[src/rtl/product_bcd_convert_pkg.sv]
// rtl/product_bcd_convert_pkg.sv - shared widths and state encoding for the product BCD converter
package product_bcd_convert_pkg;

    // Default binary width and digit count; 10**5 > 2**16-1 so five digits cover the product
    localparam int BIN_W      = 16;
    localparam int BCD_DIGITS = 5;
    localparam int NIB_W      = 4;

    // Two-state controller encoding
    localparam logic [0:0] ST_IDLE = 1'b0;
    localparam logic [0:0] ST_CONV = 1'b1;

endpackage

[src/rtl/product_bcd_convert_bcd_digit_adj.sv]
// rtl/product_bcd_convert_bcd_digit_adj.sv - add-3 correction for one BCD nibble ahead of a shift
module bcd_digit_adj
    import product_bcd_convert_pkg::*;
(
    input  logic [NIB_W-1:0] nibble,
    output logic [NIB_W-1:0] adjusted
);

    // A nibble of 5..9 would become 10..18 after doubling; pre-adding 3 carries it into the next digit
    always_comb begin
        adjusted = (nibble >= NIB_W'(5)) ? nibble + NIB_W'(3) : nibble;
    end

endmodule

[src/rtl/product_bcd_convert.sv]
// rtl/product_bcd_convert.sv - sequential shift-add-3 binary to packed BCD with leading-zero mask
module product_bcd_convert
    import product_bcd_convert_pkg::*;
#(
    parameter int W      = BIN_W,
    parameter int DIGITS = BCD_DIGITS
) (
    input  logic                    clk,
    input  logic                    clr,
    input  logic                    in_valid,
    input  logic [W-1:0]            in_data,
    output logic                    in_ready,
    output logic                    out_valid,
    output logic [NIB_W*DIGITS-1:0] out_bcd,
    output logic [DIGITS-1:0]       out_digit_en
);

    localparam int CW    = $clog2(W + 1);
    localparam int BCD_W = NIB_W * DIGITS;

    logic [0:0]       state;
    logic [CW-1:0]    count;
    logic [W-1:0]     bin_sh;
    logic [BCD_W-1:0] bcd_sh;
    logic [BCD_W-1:0] bcd_adj;
    logic [BCD_W-1:0] bcd_next;
    logic [W-1:0]     bin_next;
    logic [DIGITS-1:0] mask_next;
    logic             unused_carry;

    genvar g;
    generate
        for (g = 0; g < DIGITS; g++) begin : g_adj
            bcd_digit_adj u_adj (
                .nibble   (bcd_sh[g*NIB_W +: NIB_W]),
                .adjusted (bcd_adj[g*NIB_W +: NIB_W])
            );
        end
    endgenerate

    // The top digit's adjusted MSB would shift out; with 10**DIGITS > 2**W-1 it is never set
    assign unused_carry = bcd_adj[BCD_W-1];

    // One shift step of {bcd, bin} after the add-3 correction
    always_comb begin
        bcd_next = {bcd_adj[BCD_W-2:0], bin_sh[W-1]};
        bin_next = {bin_sh[W-2:0], 1'b0};
    end

    // Leading-zero mask: a digit shows once it or any more significant digit is nonzero
    always_comb begin
        logic seen;
        seen      = 1'b0;
        mask_next = '0;
        for (int i = DIGITS - 1; i >= 0; i--) begin
            seen         = seen | (bcd_next[i*NIB_W +: NIB_W] != '0);
            mask_next[i] = seen;
        end
        mask_next[0] = 1'b1;
    end

    assign in_ready = (state == ST_IDLE);

    // Controller, shift registers and held output registers
    always_ff @(posedge clk or posedge clr) begin
        if (clr) begin
            state        <= ST_IDLE;
            count        <= '0;
            bin_sh       <= '0;
            bcd_sh       <= '0;
            out_valid    <= 1'b0;
            out_bcd      <= '0;
            out_digit_en <= DIGITS'(1);
        end else begin
            out_valid <= 1'b0;
            case (state)
                ST_IDLE: begin
                    if (in_valid) begin
                        bin_sh <= in_data;
                        bcd_sh <= '0;
                        count  <= '0;
                        state  <= ST_CONV;
                    end
                end
                ST_CONV: begin
                    bcd_sh <= bcd_next;
                    bin_sh <= bin_next;
                    count  <= count + CW'(1);
                    if (count == CW'(W - 1)) begin
                        out_bcd      <= bcd_next;
                        out_digit_en <= mask_next;
                        out_valid    <= 1'b1;
                        state        <= ST_IDLE;
                    end
                end
                default: state <= ST_IDLE;
            endcase
        end
    end

endmodule

[config.mk]
export PLATFORM = sky130hd
export DESIGN_NAME = product_bcd_convert
export DESIGN_NICKNAME = d
export VERILOG_FILES = /design/src/rtl/product_bcd_convert_pkg.sv /design/src/rtl/product_bcd_convert_bcd_digit_adj.sv /design/src/rtl/product_bcd_convert.sv
export SDC_FILE = /design/constraint.sdc
export NUM_CORES = 1
export LEC_CHECK = 0
export ABC_AREA = 1
export BUFFER_PORTS_ARGS = -buffer_cell sky130_fd_sc_hd__buf_2
export CAP_MARGIN = 20
export CORE_MARGIN = 2
export CORE_UTILIZATION = 44
export CTS_CLUSTER_SIZE = 14
export DETAILED_ROUTE_END_ITERATION = 8
export GPL_ROUTABILITY_DRIVEN = 0
export SLEW_MARGIN = 20
export SYNTH_ARGS = -nofsm -noshare
export SYNTH_HDL_FRONTEND = slang
export SYNTH_SLANG_ARGS = --single-unit
[constraint.sdc]
create_clock -name clk -period 2.3 [get_ports clk]
set_input_delay 0.115 -clock clk [delete_from_list [all_inputs] [get_ports clk]]
set_output_delay 0.115 -clock clk [all_outputs]
set_load 0.02 [all_outputs]
Word-level counts from Yosys, hierarchy flattened
Cells that the tools add are included.
- register bits: 67
- latch bits: 0
- bits in writable memories: 0
- ROM bits: 0
- input port bits: 19
- output and inout bits: 27
- word-level logic and storage cells: 45
- memories: 0
- add/sub/neg operators: 6
- multipliers: 0
- div/mod/pow operators: 0
- magnitude comparators: 5
- equal/unequal tests: 2
- shift-type cells: 0
- muxes and demuxes: 16
- bitwise logic cells: 4
- reductions and logical operators: 5
- operators with widths (cell ; number):
    20-bit case mux with 2 select lines ; 1
    16-bit case mux with 2 select lines ; 1
    4-bit by 3-bit >= comparator with 1-bit output, second input constant ; 5
    20-bit 2-to-1 mux ; 1
    4-bit by 2-bit adder with 4-bit output, second input constant ; 4
    16-bit 2-to-1 mux ; 1
    4-bit 2-to-1 mux ; 4
    4-bit nonzero test ; 4
    5-bit case mux with 2 select lines ; 1
    5-bit by 1-bit adder with 5-bit output, second input constant ; 1
    5-bit by 4-bit equality test with 1-bit output, second input constant ; 1
    5-bit 2-to-1 mux ; 1
    1-bit 2-to-1 mux ; 4
    3-bit by 2-bit adder with 3-bit output, second input constant ; 1
    3-bit 2-to-1 mux ; 1
    1-bit OR ; 3
    2-bit != test, second input constant ; 1
    1-bit case mux with 2 select lines ; 1
    2-bit AND reduction ; 1
    1-bit inverter ; 1

Depth between registers and ports, before layout
Gate-level depths: netlist (run 1).
- depth in word-level cells: 6
- depth in mapped cells: 12

Modules after synthesis
From an unflattened synthesis (run 1), not the netlist that was laid out.
- cell total of the unflattened synthesis: 402
- area total of the unflattened synthesis: 3321.9 um2
- by module, submodules not included (module ; instances ; cells each ; area each (um2) ; sequential area each (um2)):
    product_bcd_convert ; 1 ; 287 ; 2646.3 ; 1676.6
    bcd_digit_adj ; 5 ; 23 ; 135.1 ; 0.0

Worst setup path after synthesis (run 1)
OpenSTA, ideal clock, no wires.
- kind: flip-flop to flip-flop
- start: register count[0]
- end: register out_digit_en[1]
- library setup time: 0.124 ns
- arrival time: 1.555 ns
- path slack: 0.620 ns
- stages on the path, launching flop included: 9
- clock period less this slack: 1.680 ns
- cells stage by stage: dfrtp_1 -> ha_1 -> and3_1 -> ha_1 -> nand2_1 -> inv_2 -> or2_2 -> nand2_1 -> nand3_1
- longest elaborated chain between the ends: 2
- ends and longest elaborated chain (element ; RTL line ; source):
    start: declaration ; product_bcd_convert.sv:22 ; logic [CW-1:0] count;
    start signal: assignment ; product_bcd_convert.sv:88 ; count <= count + CW'(1);
    5-bit by 4-bit equality test with 1-bit output ; product_bcd_convert.sv:89 ; if (count == CW'(W - 1)) begin
    2-bit AND reduction (no source line) ; n/a ;
    end signal: assignment ; product_bcd_convert.sv:91 ; out_digit_en <= mask_next;
    end: declaration ; product_bcd_convert.sv:15 ; output logic [DIGITS-1:0] out_digit_en
No other way between the ends.
A chain may end at the register's enable or synchronous reset.

Final worst setup path (run 1)
- start: register state
- end: output port in_ready
- longest elaborated chain between the ends: 1
- ends and longest elaborated chain (element ; RTL line ; source):
    start: declaration ; product_bcd_convert.sv:21 ; logic [0:0] state;
    start signal: assignment ; product_bcd_convert.sv:67 ; state <= ST_IDLE;
    start signal: assignment ; product_bcd_convert.sv:82 ; state <= ST_CONV;
    start signal: assignment ; product_bcd_convert.sv:93 ; state <= ST_IDLE;
    1-bit inverter ; n/a ;
    end: declaration ; product_bcd_convert.sv:12 ; output logic in_ready,
No other way between the ends.

==> run metrics, run 1 <==
CTS Buf Count 9; initial antenna violation count 0; first-pass GRT wire length 11,300 µm; CP Launch Type register; critical path class register to output pin; Die Y 88.9 µm; Max Slew Vio Count 0; outcome completed; largest family of logic cells by synthesized area simple AND/OR/NAND/NOR gates; pin count of the biggest net entering global routing 38; placed cell area 3500 µm²; I/O pin total between 40 and 50; die span in x 88.9 µm; Worst VDD drop 0.000571 V; ANT cells 0; dpl hpwl 4580 µm; Synth-to-Final Area Change 22.3%; Gates resized, CTS repair 0; Post-Synth Simple-Gate Area 23.1%; Detail Route Antenna Nets 0; Syn Inst Count around 370; drt first pass iters 4; crit end category output pin; fmax around 570 MHz; crit path from state; Syn Area/Cell 8.60 µm²; reg2reg path depth 8; CTS tree built; synth top area cells dfrtp_1, nand2_1, ha_1; final standard cell area without fillers 3880 µm²; NumNets Final ~470; final wirelength between 6000 and 7000 µm; drt via density slightly below 5; Slowest Stage Delay on Critical Path between 0.6 and 0.7 ns; Clock Tree Buf Depth 2; gr ovfl total 0; CP max-delay cell dfrtp_1; H-tree depth 3; XOR/XNOR share of the synthesized area 0.552%; Worst Max-Slew Pin Slew 0.674 ns; power density over the cells approximately 1400 nW/µm²; Final Hold Vio Count 0; #FFs+latches synth 67; row count 30; Synth Area in Adders 4.73%; mux cell area share after synthesis 0%; endpoints failing setup 0; layout cells sized above 1 20.5%; hold_buf cts 17; Post-Syn Area 3170 µm²; core box area 6870 µm²; hold path cells 4; Yosys top cell area share a little over half; Wirelength per Cell roughly 13 µm; Slew HR 55.0%; RSZ-0062 raised after global routing no; crit path max fanout 17; yosys warns 0; Max Cap Viol 0; area leader, netlist dfrtp_1; clock transition at the registers of the reported paths 0.07 ns; reg2reg start count[0]; worst-skew pair later-pin latency 0.34 ns; Post-CTS Setup Repair Bufs 0; Setup TNS Final 0 ns; critical path cell sequence inv_2 -> buf_4 -> buf_2; Compound-Gate Fraction of Synth Area 10.9%; Final Skew 0.0109 ns; Crit path required time 2.18 ns; Min-Delay Path Class primary input to register; Leak ~2.0 nW; number of port buffers 44; Initial Util 46.2%; total clock sinks 67; min Tclk post-route 1.75 ns; 1st-iter DRT viols 124; post-synth cell types 30; number of global-route vias before repair around 2,500; vias 2,591; Remaining DRCs 0; post-synth net total 400; clock root buffer clkbuf_8; sequential element share of the synthesized area 52.8%; Worst Path Arrival 1.64 ns; Final Cycle Share 76.2%; Hold Path Origin in_valid; die area 7910 µm²; GRT Total Usage a little under a fifth
-- final cells by class --
cell class,count,area [µm²]
well taps,96,120
clock inverters,4,47.5
clock buffers,12,165
flip-flops and latches,67,1680
repair buffers,68,455
inverters,44,165
multi-input cells,244,1250
fillers,649,2990
-- cells by family after synthesis --
kind of cell             Yosys count
buffers and inverters             58
flip-flops                        67
AO/OA/AOI/OAI                     60
XOR/XNOR                           2
adder cells (fa/ha/maj)           12
other                              1
AND/OR/NAND/NOR                  169
-- power breakdown --
part           internal [mW]  switching (mW)  total (mW)
registers               1.69           0.302        2.00
logic                  0.883            1.57        2.45
clock network          0.586           0.452        1.04
-- worst max-delay path, delay by kind of cell (launching register included) --
kind | cells | cell delay (ns)
buf+inv | 3 | 0.64
flops | 1 | 0.65
-- stage by stage --
step	instances	power, mW	util [%]	setup WS (ns)	hold slack, ns
detailed placement	502	4.46	50.9	0.589	0.262
global placement	502	4.41	50.9	0.635	0.256
CTS	535	5.54	56.5	0.519	0.142
finish	535	5.48	56.5	0.547	0.153
floorplan	369	3.81	-	0.502	0.235
global route	535	5.99	56.5	0.461	0.203
-- layout by cell type, fill, tap and decap left out, types with 2 or more instances in the layout --
cell and n:
nand4_1 7, nand3_1 26, nor2_2 3, o22ai_1 21
o21ai_0 28, clkbuf_8 12, clkinv_2 2, dlygate4sd3_1 17
a22o_1 2, o21ai_1 4, ha_1 12, buf_4 6
nand2_1 110, buf_2 44, nor2_1 9, inv_2 7
nand3_2 2, and2_1 2, dfrtp_1 67, inv_1 37
nand2_2 8
-- layer usage --
layer  vias up  part of all wire, %  GRT usage (%)
met1      1198                   47           23.7
met2        61                   48           30.5
met5         -                    0              0
li1       1326                    -              -
met4         0                 0.85           6.92
met3         6                  4.3           5.26
-- cell usage after synthesis (all sizes together) --
master	count
xor2	1
dfrtp	67
clkbuf	5
o21ai	33
o22ai	21
nor2	12
and3	1
ha	12
buf	9
xnor2	1
inv	44
o211ai	1
conb	1
a22o	2
nand2	118
nand4	7
a21oi	2
and2	2
o21a	1
nand3	28
or2	1
-- state kept, by name, indices dropped and copies added, names as in the netlist --
register / flops
bcd_sh: 20
out_digit_en: 4
bin_sh: 16
out_valid: 1
count: 5
out_bcd: 20
state: 1
-- worst paths after layout --
check,endpoint,slack (ns)
worst min register to register,out_bcd[19],0.48
worst max register to register,out_digit_en[1],0.60
worst max-delay path,in_ready,0.55
worst min-delay path,count[3],0.15
max in group asynchronous,count[4],1.24
min in group asynchronous,bin_sh[9],0.43
No activity file was read; power rests on OpenSTA's default activity.
==> run 2, diff against run 1 <==
--- a/config.mk
+++ b/config.mk
@@ -5,7 +5,7 @@
 export SDC_FILE = /design/constraint.sdc
 export NUM_CORES = 1
 export LEC_CHECK = 0
-export ABC_AREA = 1
+export ABC_AREA = 0
 export BUFFER_PORTS_ARGS = -buffer_cell sky130_fd_sc_hd__buf_2
 export CAP_MARGIN = 20
 export CORE_MARGIN = 2
@@ -13,6 +13,7 @@
 export CTS_CLUSTER_SIZE = 14
 export DETAILED_ROUTE_END_ITERATION = 8
 export GPL_ROUTABILITY_DRIVEN = 0
+export PLACE_DENSITY = 0.66
 export SLEW_MARGIN = 20
 export SYNTH_ARGS = -nofsm -noshare
 export SYNTH_HDL_FRONTEND = slang
==> constraint.sdc (replaced) <==
create_clock -name clk -period 1.61 [get_ports clk]
set_input_delay 0.0805 -clock clk [delete_from_list [all_inputs] [get_ports clk]]
set_output_delay 0.0805 -clock clk [all_outputs]
set_load 0.02 [all_outputs]
==> run 2 against run 1 <==
The flow now finishes with violations (negative setup slack). Via count up 4.9%. Non-clock buffer count up 40. Total power up 84%. Count of clock-buffer cells in the layout down 1. Die area up 3.1%. Global-route usage up 1.2 points. Clock power up 53%. Critical path type is now register to register. Highest routed layer unchanged. Clock skew down 0.0055 ns. Critical path depth up 4. Wire length up 17%. Register-to-register slack worse by 0.76 ns. Area after synthesis up 3.2%.
==> run metrics, run 2 <==
Compound-Gate Fraction of Synth Area 14.1% (+3.2 points); flop2flop setup slack -0.16 ns (-0.76 ns); pin count of the biggest net entering global routing 33 (-13%); number of port buffers 44 (unchanged); Worst Path Arrival 1.98 ns (+0.34 ns); Leak 2.17 nW (+7.7%); Crit path required time 1.82 ns (-0.36 ns); Min-Delay Path Class primary input to register; ANT cells 0 (unchanged); Max Cap Viol 0 (unchanged); Post-Synth Simple-Gate Area 15.5% (-7.7 points); H-tree depth 3 (unchanged); initial antenna violation count 0 (unchanged); crit end category register; GRT Total Usage 19.9% (+1.2 points); violated checks negative setup slack; hold endpoint bin_sh[0]; clock transition at the registers of the reported paths 0.07 ns (about the same); #FFs+latches synth 67 (unchanged); Syn Area/Cell 9.90 µm² (+15%); CTS Buf Count 9 (unchanged); die span in x 90.3 µm (+1.5%); share of total power in sequential cells 29.0% (-7.4 points); fmax 565 MHz; reg2reg path depth 7 (-1); layout cells sized above 1 40.9% (+20 points); min Tclk post-route 1.77 ns; Post-synth top flop dfrtp_1; switch share 38.9% (-3.4 points); placed cell area 3990 µm² (+14%); core box area 7210 µm² (+5.0%); Clock Tree Buf Depth 2 (unchanged); die area 8150 µm² (+3.1%); CP max-delay cell a2111oi_4; mux cell area share after synthesis 9.09% (+9.1 points); gr ovfl total 0 (unchanged); post-synth cell types 37 (+23%); 1st-iter DRT viols 175 (+41%); Syn Inst Count 331 (-10%); Final Skew 0.00536 ns (-0.00552 ns); critical path cell sequence inv_2 -> ha_4 -> nand2b_4 -> nor3b_2 -> nand3b_1 -> a2111oi_4 -> a31oi_1; hold path cells 3 (-1); power density over the cells 2210 nW/µm² (+56%); largest family of logic cells by synthesized area simple AND/OR/NAND/NOR gates; yosys warns 0 (unchanged); Yosys top cell area share 51.2% (-1.7 points); Final Hold Vio Count 0 (unchanged); final standard cell area without fillers 4570 µm² (+18%); Wirelength per Cell 14.6 µm (+16%); sequential element share of the synthesized area 51.2% (-1.7 points); endpoints failing setup 7 (+7); Initial Util 45.4% (-0.79 points); critical path class register to register; area leader, netlist dfrtp_1; most frequent cells in the layout dfrtp_1, nand2_1, buf_4; Slowest Stage Delay on Critical Path 0.41 ns (-0.24 ns); most common cell after layout, fill and taps aside dfrtp_1; Hold Path Origin in_data[0]; XOR/XNOR share of the synthesized area 1.60% (+1.1 points); vias 2,718 (+4.9%); NumNets Final 464 (-0.22%); worst-skew pair later-pin latency 0.34 ns (about the same); FILL cells 608 (-6.3%); post-synth net total 362 (-9.5%); Clk pwr share 15.8% (-3.1 points); number of global-route vias before repair 2,738 (+9.2%); outcome finished with violations; final wirelength 7820 µm (+17%); dpl hpwl 5200 µm (+14%); Synth Area in Adders 4.58% (-0.15 points); Remaining DRCs 0 (unchanged); row count 31 (+3.3%); Sw Pwr 3.93 mW (+69%); Die Y 90.3 µm (+1.5%); Final Cycle Share 110%; Post-synth EDFFs 0 (unchanged); Gate power share 55.2% (+11 points); first-pass GRT wire length 13,000 µm (+15%); most numerous cell in the Yosys netlist dfrtp_1; reg2reg end out_digit_en[1]; CP Launch Type register; Synth-to-Final Area Change 39.5%; Post-Syn Area 3280 µm² (+3.2%); Detail Route Antenna Nets 0 (unchanged); most instantiated cells after synthesis dfrtp_1, nand2_1, o21ai_0, mux2i_1; worst setup margin -0.161 ns (-0.708 ns); Hold WS 0.00669 ns (-0.147 ns); crit path max fanout 3 (-14); synth top area cells dfrtp_1, nand2_1, mux2i_1; drt via density 5.06 (+4.5%); drt first pass iters 5 (+1); I/O pin total 46 (unchanged); FFs w/ async S/R, synth 100% (unchanged); reg2reg start bcd_sh[9]; RSZ-0062 raised after global routing yes; clock root buffer clkbuf_8; Worst VDD drop 0.000867 V (+52%); CTS tree built; total clock sinks 67 (unchanged); post-layout power 10.1 mW (+84%); top flop regs bcd_sh: 20 flops, out_bcd: 20 flops, bin_sh: 16 flops; Max Slew Vio Count 0 (unchanged); Internal Power 6.16 mW (+95%)
[run 2: cell types whose count changed after synthesis, sizes merged, moves of 6 or more]
| cell | before | now |
|---|---|---|
| o22ai | 21 | 8 |
| mux2i | 0 | 23 |
| o21ai | 33 | 41 |
| clkbuf | 5 | 12 |
| a21oi | 2 | 13 |
| nand2 | 118 | 64 |
| mux2 | 0 | 6 |
| nand3 | 28 | 4 |
| nand4 | 7 | 0 |
| inv | 44 | 14 |
| nor3b | 0 | 9 |
[run 2: power by group through the flow]
stage | Combinational [mW] | Sequential (mW) | Clock, mW
6_report | 5.57 | 2.93 | 1.59
5_1_grt | 6.11 | 3.03 | 1.70
4_1_cts | 4.71 | 2.88 | 1.63
3_5_place_dp | 4.48 | 2.90 | 0
3_3_place_gp | 4.36 | 2.86 | 0
2_1_floorplan | 2.53 | 3.17 | 0
[run 2: kinds of logic (layout without fill, tap and decap cells)]
family | after synthesis | in the layout
other | 1 | 1
buffers and inverters | 32 | 139
adders and majority gates | 12 | 12
and+or+nand+nor | 108 | 108
muxes | 29 | 29
AOI/OAI and AO/OA | 76 | 76
DFF | 67 | 67
xor gates and xnor gates | 6 | 6
[run 2: worst max-delay path by stage]
stage                                  to  cells past startpoint        from
after CTS                 out_digit_en[1]                      6  bcd_sh[12]
after global placement    out_digit_en[1]                      7  bcd_sh[13]
final                     out_digit_en[1]                      7   bcd_sh[9]
after detailed placement  out_digit_en[1]                      7  bcd_sh[13]
after global routing      out_digit_en[1]                      7   bcd_sh[9]
after floorplan           out_digit_en[1]                      6  bcd_sh[12]
[run 2: what timing repair did]
action,4_1_cts,5_1_grt
pin swaps,6,7
setup endpoints to repair,14,27
setup buffers,4,10
hold buffers,1,0
hold endpoints to repair,17,0
resized for setup,14,43
[run 2: worst max-delay path, delay by kind of cell (launching register included)]
family | cells | cell delay, ns
AND/OR/NAND/NOR | 3 | 0.41
flip-flops | 1 | 0.40
buffers and inverters | 1 | 0.12
adder cells (fa/ha/maj) | 1 | 0.18
AO/OA/AOI/OAI | 2 | 0.53
[run 2: metrics by stage]
step	setup slack, ns	instances	util (%)	setup TNS [ns]
final	-0.161	537	63.4	-0.701
after global routing	-0.275	537	63.4	-1.51
after CTS	-0.140	527	59.6	-0.378
after detailed placement	-0.130	506	55.3	-1.08
after global placement	-0.102	506	55.3	-0.807
after floorplan	-0.0494	331	-	-0.204
[run 2: final cells by class]
type	instances	area, µm²	area share (%)
Multi-Input combinational cell	232	1740	38.0
Sequential cell	67	1680	36.7
Timing Repair Buffer	108	742	16.2
Clock buffer	11	151	3.31
Tap cell	99	124	2.71
Clock inverter	5	75.1	1.64
Inverter	15	62.6	1.37
[run 2: routing by layer]
| layer | global-route usage (%) | vias to the layer above | share of wire (%) |
|---|---|---|---|
| met1 | 25.4 | 1294 | 45 |
| met4 | 6.92 | 0 | 1.6 |
| met2 | 32.8 | 66 | 48 |
| met3 | 5.18 | 14 | 5.2 |
| li1 | - | 1344 | - |
| met5 | 0 | - | 0 |
==> run 3, diff against run 2 <==
--- a/config.mk
+++ b/config.mk
@@ -13,8 +13,6 @@
 export CTS_CLUSTER_SIZE = 14
 export DETAILED_ROUTE_END_ITERATION = 8
 export GPL_ROUTABILITY_DRIVEN = 0
-export PLACE_DENSITY = 0.66
-export SLEW_MARGIN = 20
 export SYNTH_ARGS = -nofsm -noshare
 export SYNTH_HDL_FRONTEND = slang
 export SYNTH_SLANG_ARGS = --single-unit
==> constraint.sdc (replaced) <==
create_clock -name clk -period 2.2 [get_ports clk]
set_input_delay 0.11 -clock clk [delete_from_list [all_inputs] [get_ports clk]]
set_output_delay 0.11 -clock clk [all_outputs]
set_load 0.02 [all_outputs]
==> run 3 against run 2 <==
The run now ends clean. Design area down 17%. Total power down 44%. Utilization down 11 points. Worst setup slack better by 0.40 ns. Flip-flop and latch count unchanged. Largest power group unchanged. Via count down 10%.
==> run metrics, run 3 (synthesis results as in run 2) <==
critical path class register to register; pin count of the biggest net entering global routing 49 (+48%); RSZ-0062 raised after global routing no; drt first pass iters 4 (-1); top flop regs bcd_sh: 20 flops, out_bcd: 20 flops, bin_sh: 16 flops; number of global-route vias before repair 2,381 (-13%); CP max-delay cell dfrtp_1; Internal Power 3.33 mW (-46%); core box area 7210 µm² (unchanged); share of total power in sequential cells 37.8% (+8.8 points); Min-Delay Path Class primary input to register; Worst Path Arrival 2.17 ns (+0.19 ns); first-pass GRT wire length 11,300 µm (-13%); Gate power share 45.5% (-9.7 points); Remaining DRCs 0 (unchanged); switch share 40.8% (+1.8 points); Slew HR between 50 and 60%; die span in x 90.3 µm (unchanged); most frequent cells in the layout dfrtp_1, nand2_1, buf_2; min Tclk post-route 1.96 ns (+0.188 ns); layout cells sized above 1 21.5% (-19 points); worst-skew pair later-pin latency 0.33 ns (about the same); Max Cap Viol 0 (unchanged); fmax 510 MHz (-9.6%); clock transition at the registers of the reported paths 0.07 ns (about the same); Gates resized, CTS repair 0 (-14); Final Skew 0.00936 ns (+0.00400 ns); die area 8150 µm² (unchanged); Worst Max-Slew Pin Slew 0.605 ns; Crit path required time 2.41 ns (+0.59 ns); GRT Total Usage 17.3% (-2.6 points); Final Core Density 52.8% (-11 points); number of port buffers 44 (unchanged); Synth-to-Final Area Change 16.2%; Max Slew Vio Count 0 (unchanged); ANT cells 0 (unchanged); outcome completed; Setup TNS Final 0 ns (+0.701 ns); Die Y 90.3 µm (unchanged); Clk pwr share 16.7% (+0.9 points); total clock sinks 67 (unchanged); dpl hpwl 4480 µm (-14%); row count 31 (unchanged); endpoints failing setup 0 (-7); H-tree depth 3 (unchanged); Clock Tree Buf Depth 2 (unchanged); Hold WS 0.0355 ns (+0.0289 ns); gr ovfl total 0 (unchanged); CP Launch Type register; initial antenna violation count 0 (unchanged); I/O pin total 46 (unchanged); crit end category register; Final Hold Vio Count 0 (unchanged); drt via density 5.07 (+0.10%); CTS Buf Count 9 (unchanged); Detail Route Antenna Nets 0 (unchanged); CTS tree built; Worst VDD drop 0.000554 V (-36%); final wirelength 6390 µm (-18%); Initial Util 45.4% (unchanged); crit path max fanout 6 (+3); Leak 1.84 nW (-15%); Slowest Stage Delay on Critical Path 0.46 ns (+0.05 ns); post-layout power 5.62 mW (-44%); 1st-iter DRT viols 78 (-55%); power density over the cells 1480 nW/µm² (-33%); FILL cells 693 (+14%); Sw Pwr 2.29 mW (-42%); NumNets Final 409 (-12%); vias 2,437 (-10%); critical path cell sequence inv_1 -> ha_1 -> nand2b_1 -> a21oi_2 -> nand3_2 -> a2111oi_4 -> a31oi_1; most common cell after layout, fill and taps aside dfrtp_1; clock root buffer clkbuf_8; Final Cycle Share 89.1% (-21 points); Wirelength per Cell 13.3 µm (-8.8%)
run 3: worst paths after layout:
path,slack [ns],cells past startpoint,start,end
min in group asynchronous,0.40,3,clr,out_bcd[1]
max in group asynchronous,1.17,4,clr,bin_sh[13]
worst max register to register,0.24,7,bcd_sh[12],out_digit_en[1]
worst min-delay path,0.04,3,in_data[0],bin_sh[0]
worst min register to register,0.47,2,out_bcd[7],out_bcd[7]
worst max-delay path,0.24,7,bcd_sh[12],out_digit_en[1]
run 3: per-layer routing:
layer / up-vias / wire, µm / part of all wire [%] / GRT usage (%)
li1: 1229 / - / - / -
met3: 4 / 324 / 5.1 / 6.09
met1: 1150 / 3080 / 48 / 23.2
met4: 0 / 59 / 0.92 / 4.87
met5: - / 0 / 0 / 0
met2: 54 / 2930 / 46 / 26.8
run 3: final cells by class:
type	count	area [µm²]	share of cell area, %
Clock buffer	12	135	3.55
Clock inverter	3	40.0	1.05
Inverter	15	56.3	1.48
Multi-Input combinational cell	232	1470	38.7
Sequential cell	67	1680	44.0
Tap cell	99	124	3.25
Timing Repair Buffer	53	303	7.95
run 3: power by group through the flow:
stage | logic (mW) | clock network [mW] | registers [mW]
3_5_place_dp | 2.58 | 0 | 2.15
2_1_floorplan | 1.74 | 0 | 2.31
5_1_grt | 2.88 | 1.04 | 2.22
4_1_cts | 2.58 | 0.983 | 2.13
3_3_place_gp | 2.53 | 0 | 2.14
6_report | 2.56 | 0.937 | 2.12
run 3: worst max-delay path, delay by kind of cell (launching register included):
kind	cells	cell delay, ns
and+or+nand+nor	2	0.23
DFF	1	0.46
AOI/OAI and AO/OA	3	0.77
adders and majority gates	1	0.24
buffers and inverters	1	0.13
run 3: per-stage QoR:
stage               cell area [µm²]  instances  setup slack [ns]
floorplan                      3280        331             0.407
global route                   3810        481            0.0837
global placement               3620        465             0.279
finish                         3810        481             0.240
detailed placement             3620        465             0.242
CTS                            3810        481             0.233
run 3: timing repair:
item | 4_1_cts | 5_1_grt
buffers inserted | 0 | 0
endpoints found under the hold margin | 27 | 0
hold buffers | 1 | 0
